[config.mk]
export PLATFORM = sky130hd
export DESIGN_NAME = dbus_tx_arbiter_flat
export DESIGN_NICKNAME = d
export VERILOG_FILES = /design/src/rtl/dbus_tx_arbiter_pkg.sv /design/src/rtl/dbus_tx_arbiter_if.sv /design/src/rtl/dbus_tx_arbiter.sv /design/src/flat_wrapper.sv
export SDC_FILE = /design/constraint.sdc
export NUM_CORES = 1
export LEC_CHECK = 0
export ABC_CLOCK_PERIOD_IN_PS = 2100
export CORE_MARGIN = 8
export CORE_UTILIZATION = 55
export CTS_CLUSTER_SIZE = 14
export DETAILED_ROUTE_END_ITERATION = 8
export DONT_BUFFER_PORTS = 1
export GPL_TIMING_DRIVEN = 0
export PLACE_DENSITY = 0.71
export SLEW_MARGIN = 20
export SYNTH_ARGS = -nofsm -noshare
export SYNTH_HDL_FRONTEND = slang
export SYNTH_SLANG_ARGS = --single-unit
[constraint.sdc]
create_clock -name i_clock -period 2.1 [get_ports i_clock]
set_input_delay 0.21 -clock i_clock [delete_from_list [all_inputs] [get_ports i_clock]]
set_output_delay 0.21 -clock i_clock [all_outputs]
set_load 0.05 [all_outputs]
[src/rtl/dbus_tx_arbiter_pkg.sv]
// rtl/dbus_tx_arbiter_pkg.sv - shared dbus transmit arbiter state encoding and requester indices
package dbus_tx_arbiter_pkg;

    typedef enum logic [2:0] {
        ST_IDLE  = 3'd0,
        ST_GRANT = 3'd1,
        ST_SEND  = 3'd2,
        ST_ACK   = 3'd3,
        ST_DRAIN = 3'd4
    } state_t;

    localparam int REQ_UART  = 0;
    localparam int REQ_LOCAL = 1;

endpackage

[src/rtl/dbus_tx_arbiter_if.sv]
// rtl/dbus_tx_arbiter_if.sv - requester byte streams and dbus transmit port bundle
interface dbus_tx_arbiter_if;
    logic [1:0] i_req;
    logic [7:0] i_data0;
    logic [7:0] i_data1;
    logic       i_valid0;
    logic       i_valid1;
    logic       i_last0;
    logic       i_last1;
    logic       o_ready0;
    logic       o_ready1;
    logic       i_dbusbusy;
    logic [7:0] o_dbusdata;
    logic       o_dbusenable;
    logic [1:0] o_grant;
    logic       o_timeout;

    modport slave (
        input  i_req, i_data0, i_data1, i_valid0, i_valid1, i_last0, i_last1, i_dbusbusy,
        output o_ready0, o_ready1, o_dbusdata, o_dbusenable, o_grant, o_timeout
    );

    modport master (
        output i_req, i_data0, i_data1, i_valid0, i_valid1, i_last0, i_last1, i_dbusbusy,
        input  o_ready0, o_ready1, o_dbusdata, o_dbusenable, o_grant, o_timeout
    );
endinterface

[src/rtl/dbus_tx_arbiter.sv]
// rtl/dbus_tx_arbiter.sv - packet-level round-robin arbiter for the shared dbus transmit port
module dbus_tx_arbiter
    import dbus_tx_arbiter_pkg::*;
#(
    parameter int c_TIMEOUT = 4000000,
    parameter int c_ACKWAIT = 16
) (
    input  logic            i_clock,
    input  logic            i_reset_n,
    dbus_tx_arbiter_if.slave bus
);
    localparam int TW = $clog2(c_TIMEOUT + 1);
    localparam int AW = $clog2(c_ACKWAIT + 1);
    localparam logic [TW-1:0] T_LIMIT = TW'(c_TIMEOUT - 1);
    localparam logic [TW-1:0] T_SAT   = TW'(c_TIMEOUT);
    localparam logic [AW-1:0] A_LIMIT = AW'(c_ACKWAIT - 1);
    localparam logic [AW-1:0] A_SAT   = AW'(c_ACKWAIT);

    state_t        state_q, state_d;
    logic [1:0]    grant_q, grant_d;
    logic [1:0]    ready_q, ready_d;
    logic          last_owner_q, last_owner_d;
    logic          last_q, last_d;
    logic          enable_q, enable_d;
    logic          timeout_q, timeout_d;
    logic [7:0]    data_q, data_d;
    logic [TW-1:0] tcnt_q, tcnt_d;
    logic [AW-1:0] acnt_q, acnt_d;

    logic       owner;
    logic       own_valid;
    logic       own_last;
    logic [7:0] own_data;
    logic       pick;
    logic       accept;

    assign owner     = grant_q[REQ_LOCAL];
    assign own_valid = owner ? bus.i_valid1 : bus.i_valid0;
    assign own_last  = owner ? bus.i_last1  : bus.i_last0;
    assign own_data  = owner ? bus.i_data1  : bus.i_data0;
    assign accept    = |(ready_q & {bus.i_valid1, bus.i_valid0});
    // On contention the requester that did not finish most recently wins
    assign pick      = (bus.i_req == 2'b11) ? ~last_owner_q : ~bus.i_req[REQ_UART];

    always_ff @(posedge i_clock or negedge i_reset_n) begin
        if (!i_reset_n) begin
            state_q      <= ST_IDLE;
            grant_q      <= 2'b00;
            ready_q      <= 2'b00;
            last_owner_q <= 1'b1;
            last_q       <= 1'b0;
            enable_q     <= 1'b0;
            timeout_q    <= 1'b0;
            data_q       <= 8'h00;
            tcnt_q       <= '0;
            acnt_q       <= '0;
        end else begin
            state_q      <= state_d;
            grant_q      <= grant_d;
            ready_q      <= ready_d;
            last_owner_q <= last_owner_d;
            last_q       <= last_d;
            enable_q     <= enable_d;
            timeout_q    <= timeout_d;
            data_q       <= data_d;
            tcnt_q       <= tcnt_d;
            acnt_q       <= acnt_d;
        end
    end

    always_comb begin
        state_d      = state_q;
        grant_d      = grant_q;
        ready_d      = 2'b00;
        last_owner_d = last_owner_q;
        last_d       = last_q;
        enable_d     = 1'b0;
        timeout_d    = 1'b0;
        data_d       = 8'h00;
        tcnt_d       = tcnt_q;
        acnt_d       = acnt_q;
        case (state_q)
            ST_IDLE: begin
                if (|bus.i_req) begin
                    state_d = ST_GRANT;
                    grant_d = pick ? 2'b10 : 2'b01;
                    tcnt_d  = '0;
                end
            end
            ST_GRANT: begin
                if (accept) begin
                    state_d  = ST_SEND;
                    data_d   = own_data;
                    last_d   = own_last;
                    enable_d = 1'b1;
                    tcnt_d   = '0;
                    acnt_d   = '0;
                end else if (tcnt_q >= T_LIMIT) begin
                    state_d      = ST_IDLE;
                    timeout_d    = 1'b1;
                    grant_d      = 2'b00;
                    last_owner_d = owner;
                end else begin
                    tcnt_d  = (tcnt_q == T_SAT) ? tcnt_q : tcnt_q + TW'(1);
                    // Ready is a single-cycle offer; inbound dbus traffic holds it off
                    ready_d = (owner ? 2'b10 : 2'b01)
                            & {2{own_valid & ~bus.i_dbusbusy & ~(|ready_q)}};
                end
            end
            ST_SEND: begin
                state_d = ST_ACK;
                acnt_d  = (acnt_q == A_SAT) ? acnt_q : acnt_q + AW'(1);
            end
            ST_ACK: begin
                if (bus.i_dbusbusy) begin
                    state_d = ST_DRAIN;
                end else if (acnt_q >= A_LIMIT) begin
                    state_d      = ST_IDLE;
                    timeout_d    = 1'b1;
                    grant_d      = 2'b00;
                    last_owner_d = owner;
                end else begin
                    acnt_d = (acnt_q == A_SAT) ? acnt_q : acnt_q + AW'(1);
                end
            end
            ST_DRAIN: begin
                if (!bus.i_dbusbusy) begin
                    if (last_q) begin
                        state_d      = ST_IDLE;
                        grant_d      = 2'b00;
                        last_owner_d = owner;
                    end else begin
                        state_d = ST_GRANT;
                        tcnt_d  = '0;
                    end
                end
            end
            default: begin
                state_d = ST_IDLE;
                grant_d = 2'b00;
            end
        endcase
    end

    assign bus.o_ready0     = ready_q[REQ_UART];
    assign bus.o_ready1     = ready_q[REQ_LOCAL];
    assign bus.o_dbusdata   = data_q;
    assign bus.o_dbusenable = enable_q;
    assign bus.o_grant      = grant_q;
    assign bus.o_timeout    = timeout_q;

endmodule

[src/flat_wrapper.sv]
// flat-port wrapper written by rule: the top's interface ports become plain ports
module dbus_tx_arbiter_flat import dbus_tx_arbiter_pkg::*;
#(
    parameter int c_TIMEOUT = 4000000,
    parameter int c_ACKWAIT = 16
)
  (i_clock, i_reset_n, bus_i_req, bus_i_data0, bus_i_data1, bus_i_valid0, bus_i_valid1, bus_i_last0, bus_i_last1, bus_i_dbusbusy, bus_o_ready0, bus_o_ready1, bus_o_dbusdata, bus_o_dbusenable, bus_o_grant, bus_o_timeout);
  dbus_tx_arbiter_if bus_i ();
  input  logic i_clock;
  input  logic i_reset_n;
  input wire logic [$bits(bus_i.i_req)-1:0] bus_i_req;
  input wire logic [$bits(bus_i.i_data0)-1:0] bus_i_data0;
  input wire logic [$bits(bus_i.i_data1)-1:0] bus_i_data1;
  input wire logic [$bits(bus_i.i_valid0)-1:0] bus_i_valid0;
  input wire logic [$bits(bus_i.i_valid1)-1:0] bus_i_valid1;
  input wire logic [$bits(bus_i.i_last0)-1:0] bus_i_last0;
  input wire logic [$bits(bus_i.i_last1)-1:0] bus_i_last1;
  input wire logic [$bits(bus_i.i_dbusbusy)-1:0] bus_i_dbusbusy;
  output wire logic [$bits(bus_i.o_ready0)-1:0] bus_o_ready0;
  output wire logic [$bits(bus_i.o_ready1)-1:0] bus_o_ready1;
  output wire logic [$bits(bus_i.o_dbusdata)-1:0] bus_o_dbusdata;
  output wire logic [$bits(bus_i.o_dbusenable)-1:0] bus_o_dbusenable;
  output wire logic [$bits(bus_i.o_grant)-1:0] bus_o_grant;
  output wire logic [$bits(bus_i.o_timeout)-1:0] bus_o_timeout;
  assign bus_i.i_req = bus_i_req;
  assign bus_i.i_data0 = bus_i_data0;
  assign bus_i.i_data1 = bus_i_data1;
  assign bus_i.i_valid0 = bus_i_valid0;
  assign bus_i.i_valid1 = bus_i_valid1;
  assign bus_i.i_last0 = bus_i_last0;
  assign bus_i.i_last1 = bus_i_last1;
  assign bus_i.i_dbusbusy = bus_i_dbusbusy;
  assign bus_o_ready0 = bus_i.o_ready0;
  assign bus_o_ready1 = bus_i.o_ready1;
  assign bus_o_dbusdata = bus_i.o_dbusdata;
  assign bus_o_dbusenable = bus_i.o_dbusenable;
  assign bus_o_grant = bus_i.o_grant;
  assign bus_o_timeout = bus_i.o_timeout;
  dbus_tx_arbiter #(.c_TIMEOUT(c_TIMEOUT), .c_ACKWAIT(c_ACKWAIT)) u_core (.i_clock(i_clock), .i_reset_n(i_reset_n), .bus(bus_i));
endmodule
==> impl_metrics.tcl <==
set metrics [dict create \
    status "finished, violations left" \
    failed_checks "negative setup slack" \
    synth_xor_xnor_area_share_pct 0 \
    setup_viol 1 \
    slew_violations 0 \
    routedWlPerCell_um 18.27 \
    placed_area_um2 2683 \
    fin_worst_skew_ns 0.004881 \
    fin_nets 341 \
    place_hpwl_um 4238 \
    critPathKind "reg2reg" \
    layout_setup_ws_ns -0.004785 \
    root_buffer "clkbuf_8" \
    p_leak_nw 1.473 \
    rsz0062_at_grt "yes" \
    tightest_slew_ns 0.6111 \
    dr_total_vias 2323 \
    ys_types 61 \
    cts_tree "done" \
    num_io_pins 39 \
    setup_tns_ns -0.004785 \
    drive_gt1_share_pct 25.32 \
    die_h_um 84.96 \
    cp-start-kind "register" \
    drt_pass1_iterations 4 \
    peakVddDrop_mv 0.7504 \
    insertion_delay_ns 0.31 \
    synth-seq-cells 46 \
    grt_overflow 0 \
    drt_wl_total_um 6686 \
    max_stage_delay_ns 0.42 \
    hold_class "in2reg" \
    grt_pass1_wl_um 10410 \
    cts_sinks 46 \
    htreeDepth 2 \
    row_count 25 \
    portBuffers 0 \
    clkTransAtPathRegs_ns 0.10 \
    end_kind "register" \
    grt_usage_pct 17.54 \
    dieArea_um2 7217 \
    fin_crit_sh_pct 100.2 \
    grt_max_degree 47 \
    coreArea_um2 4661 \
    max_slew_margin_pct 59.26 \
    viasPerCell 6.347 \
    syn_inst 279 \
    fmax_ghz 0.4751 \
    syn_nets 309 \
    synth_ff_type "dfrtp_1" \
    drtIter0Drc 149 \
    ys_seq_area_share_pct 44.07 \
    syn_to_final_growth_pct 21.82 \
    antennaDiodeCount 0 \
    cts_buffers 5 \
    start_util_pct 56.11 \
    postSynthAreaPerCell_um2 9.373 \
    synthMuxAreaShare_pct 4.641 \
    synth_top_family_by_area "simple AND/OR/NAND/NOR gates" \
    maxCapViolCount 0 \
    synth_edf_count 0 \
    syn_area_um2 2615 \
    globalplace.congestion 0.8716 \
    rrSetupSlack_ns -0.005 \
    clockBufferDepth 2 \
    die_width_um 84.96 \
    synth_compound_area_share_pct 20.33 \
    cp.required_ns 2.29 \
    async_flop_share_pct 100.0 \
    drc 0 \
    final_cell_area_um2 3186 \
    yosysWarnings 0 \
    antenna_found_initial 0 \
    arrival_ns 2.30 \
    synth_fa_ha_area_share_pct 2.392 \
    worst_path_max_delay_cell "dfrtp_1" \
    synthSimpleGateAreaFrac_pct 24.35 \
    grt_pass1_vias 2069 \
    hold_violations 0 \
    crit_fanout 6 \
    fin_crit_ns 2.105 \
    ant_nets 0 \
    path_cells "ha_4 -> nand3_4 -> o211a_4 -> buf_6 -> o211ai_1 -> buf_4 -> nor3b_2 -> a221o_1" \
    power_density_nw_per_um2 1142 \
]
stage by stage:
step / total power [mW] / cells / setup WS [ns] / utilization [%] / hold slack (ns)
after floorplan: 2.197 / 279 / 0.005642 / - / -0.08559
after global placement: 2.493 / 333 / -0.2773 / 57.56 / -0.08377
after detailed placement: 2.515 / 333 / -0.2595 / 57.56 / -0.08371
after CTS: 3.237 / 346 / 0.01517 / 62.34 / 0.05395
after global routing: 3.846 / 366 / -0.07440 / 68.35 / 0.05764
final: 3.638 / 366 / -0.004785 / 68.35 / 0.05653
worst max-delay path, delay by kind of cell, from the launching register on:
kind	cells	cell delay, ns
simple gates	2	0.15
fa+ha+maj	1	0.18
compound gates	3	0.92
buf+inv	2	0.33
flops	1	0.42
synth_stat cells, drive strengths merged, types with 8 or more instances:
| master | number | area share [%] |
|---|---|---|
| a21oi | 8 | 1.5 |
| and3 | 10 | 2.4 |
| clkbuf | 8 | 1.2 |
| mux2i | 11 | 4.2 |
| nor2 | 29 | 4.3 |
| o21ai | 16 | 3.2 |
| inv | 11 | 1.6 |
| nand3 | 9 | 1.7 |
| nor3 | 14 | 2.7 |
| a211o | 9 | 3.1 |
| dfrtp | 45 | 43 |
| nand2 | 22 | 3.2 |
placed cells by master (no fill, tap or decap), types with 5 or more instances in the layout:
cell and count:
nor2_1 27, a221o_1 6, a211o_1 8, clkbuf_1 6, mux2i_1 11, nand2_1 22, clkbuf_8 5, nor3_1 13
inv_1 11, buf_4 25, dfrtp_2 7, a21oi_1 7, o21ai_0 12, nand4_1 6, nand3_1 7, dfrtp_1 38
and3_1 9
logic make-up after synthesis:
family,Yosys count
fa+ha+maj,5
compound gates,71
flops,46
mux,12
buf+inv,25
simple gates,120
routing by layer:
layer / up-vias / global-route usage (%) / routed length (um)
li1: 1114 / - / -
met1: 1128 / 23.14 / 2882
met2: 70 / 27.84 / 3422
met3: 11 / 3.378 / 295
met4: 0 / 6.149 / 87
met5: - / 0 / 0
cell type report:
class,instances,area (um2)
multi-input combinational,208,1523
fill,365,1475
sequential,46,1161
timing repair buffer,26,225.2
buffer,13,73.82
clock buffer,5,68.82
tap,54,67.56
inverter,11,41.29
clock inverter,3,25.02
worst paths after layout:
check                               startpoint  cells past startpoint                       end
hold reg to reg            u_core.last_owner_q                      1       u_core.last_owner_q
hold / removal                  bus_i_data0[4]                      2  u_core.bus.o_dbusdata[4]
setup reg to reg              u_core.tcnt_q[0]                      8          u_core.tcnt_q[2]
setup / recovery              u_core.tcnt_q[0]                      8          u_core.tcnt_q[2]
max in group asynchronous            i_reset_n                      2       u_core.last_owner_q
min in group asynchronous            i_reset_n                      2         u_core.tcnt_q[17]
where the power goes:
group | leakage (nW) | total, mW | switching [mW] | internal (mW)
clock | 0.0447 | 0.581 | 0.340 | 0.241
sequential | 0.614 | 1.30 | 0.270 | 1.03
combinational | 0.815 | 1.76 | 0.975 | 0.787
registers in the layout, indices dropped and copies added (netlist names):
name and flops:
u_core.bus.o_dbusdata 8, u_core.ready_q 2, u_core.tcnt_q 22, u_core.bus.o_dbusenable 1
u_core.bus.o_grant 2, u_core.acnt_q 5, u_core.last_q 1, u_core.last_owner_q 1
u_core.state_q 3, u_core.bus.o_timeout 1
what timing repair did:
action                     CTS  global route
hold endpoints to repair    46             0
hold buffers                 2             0
buffers inserted             3            20
setup endpoints to repair   33            27
gates cloned                 0             1
gates resized for setup     16            29
pin swaps                    2            16
Note: power is estimated with default switching activity, not from simulation.
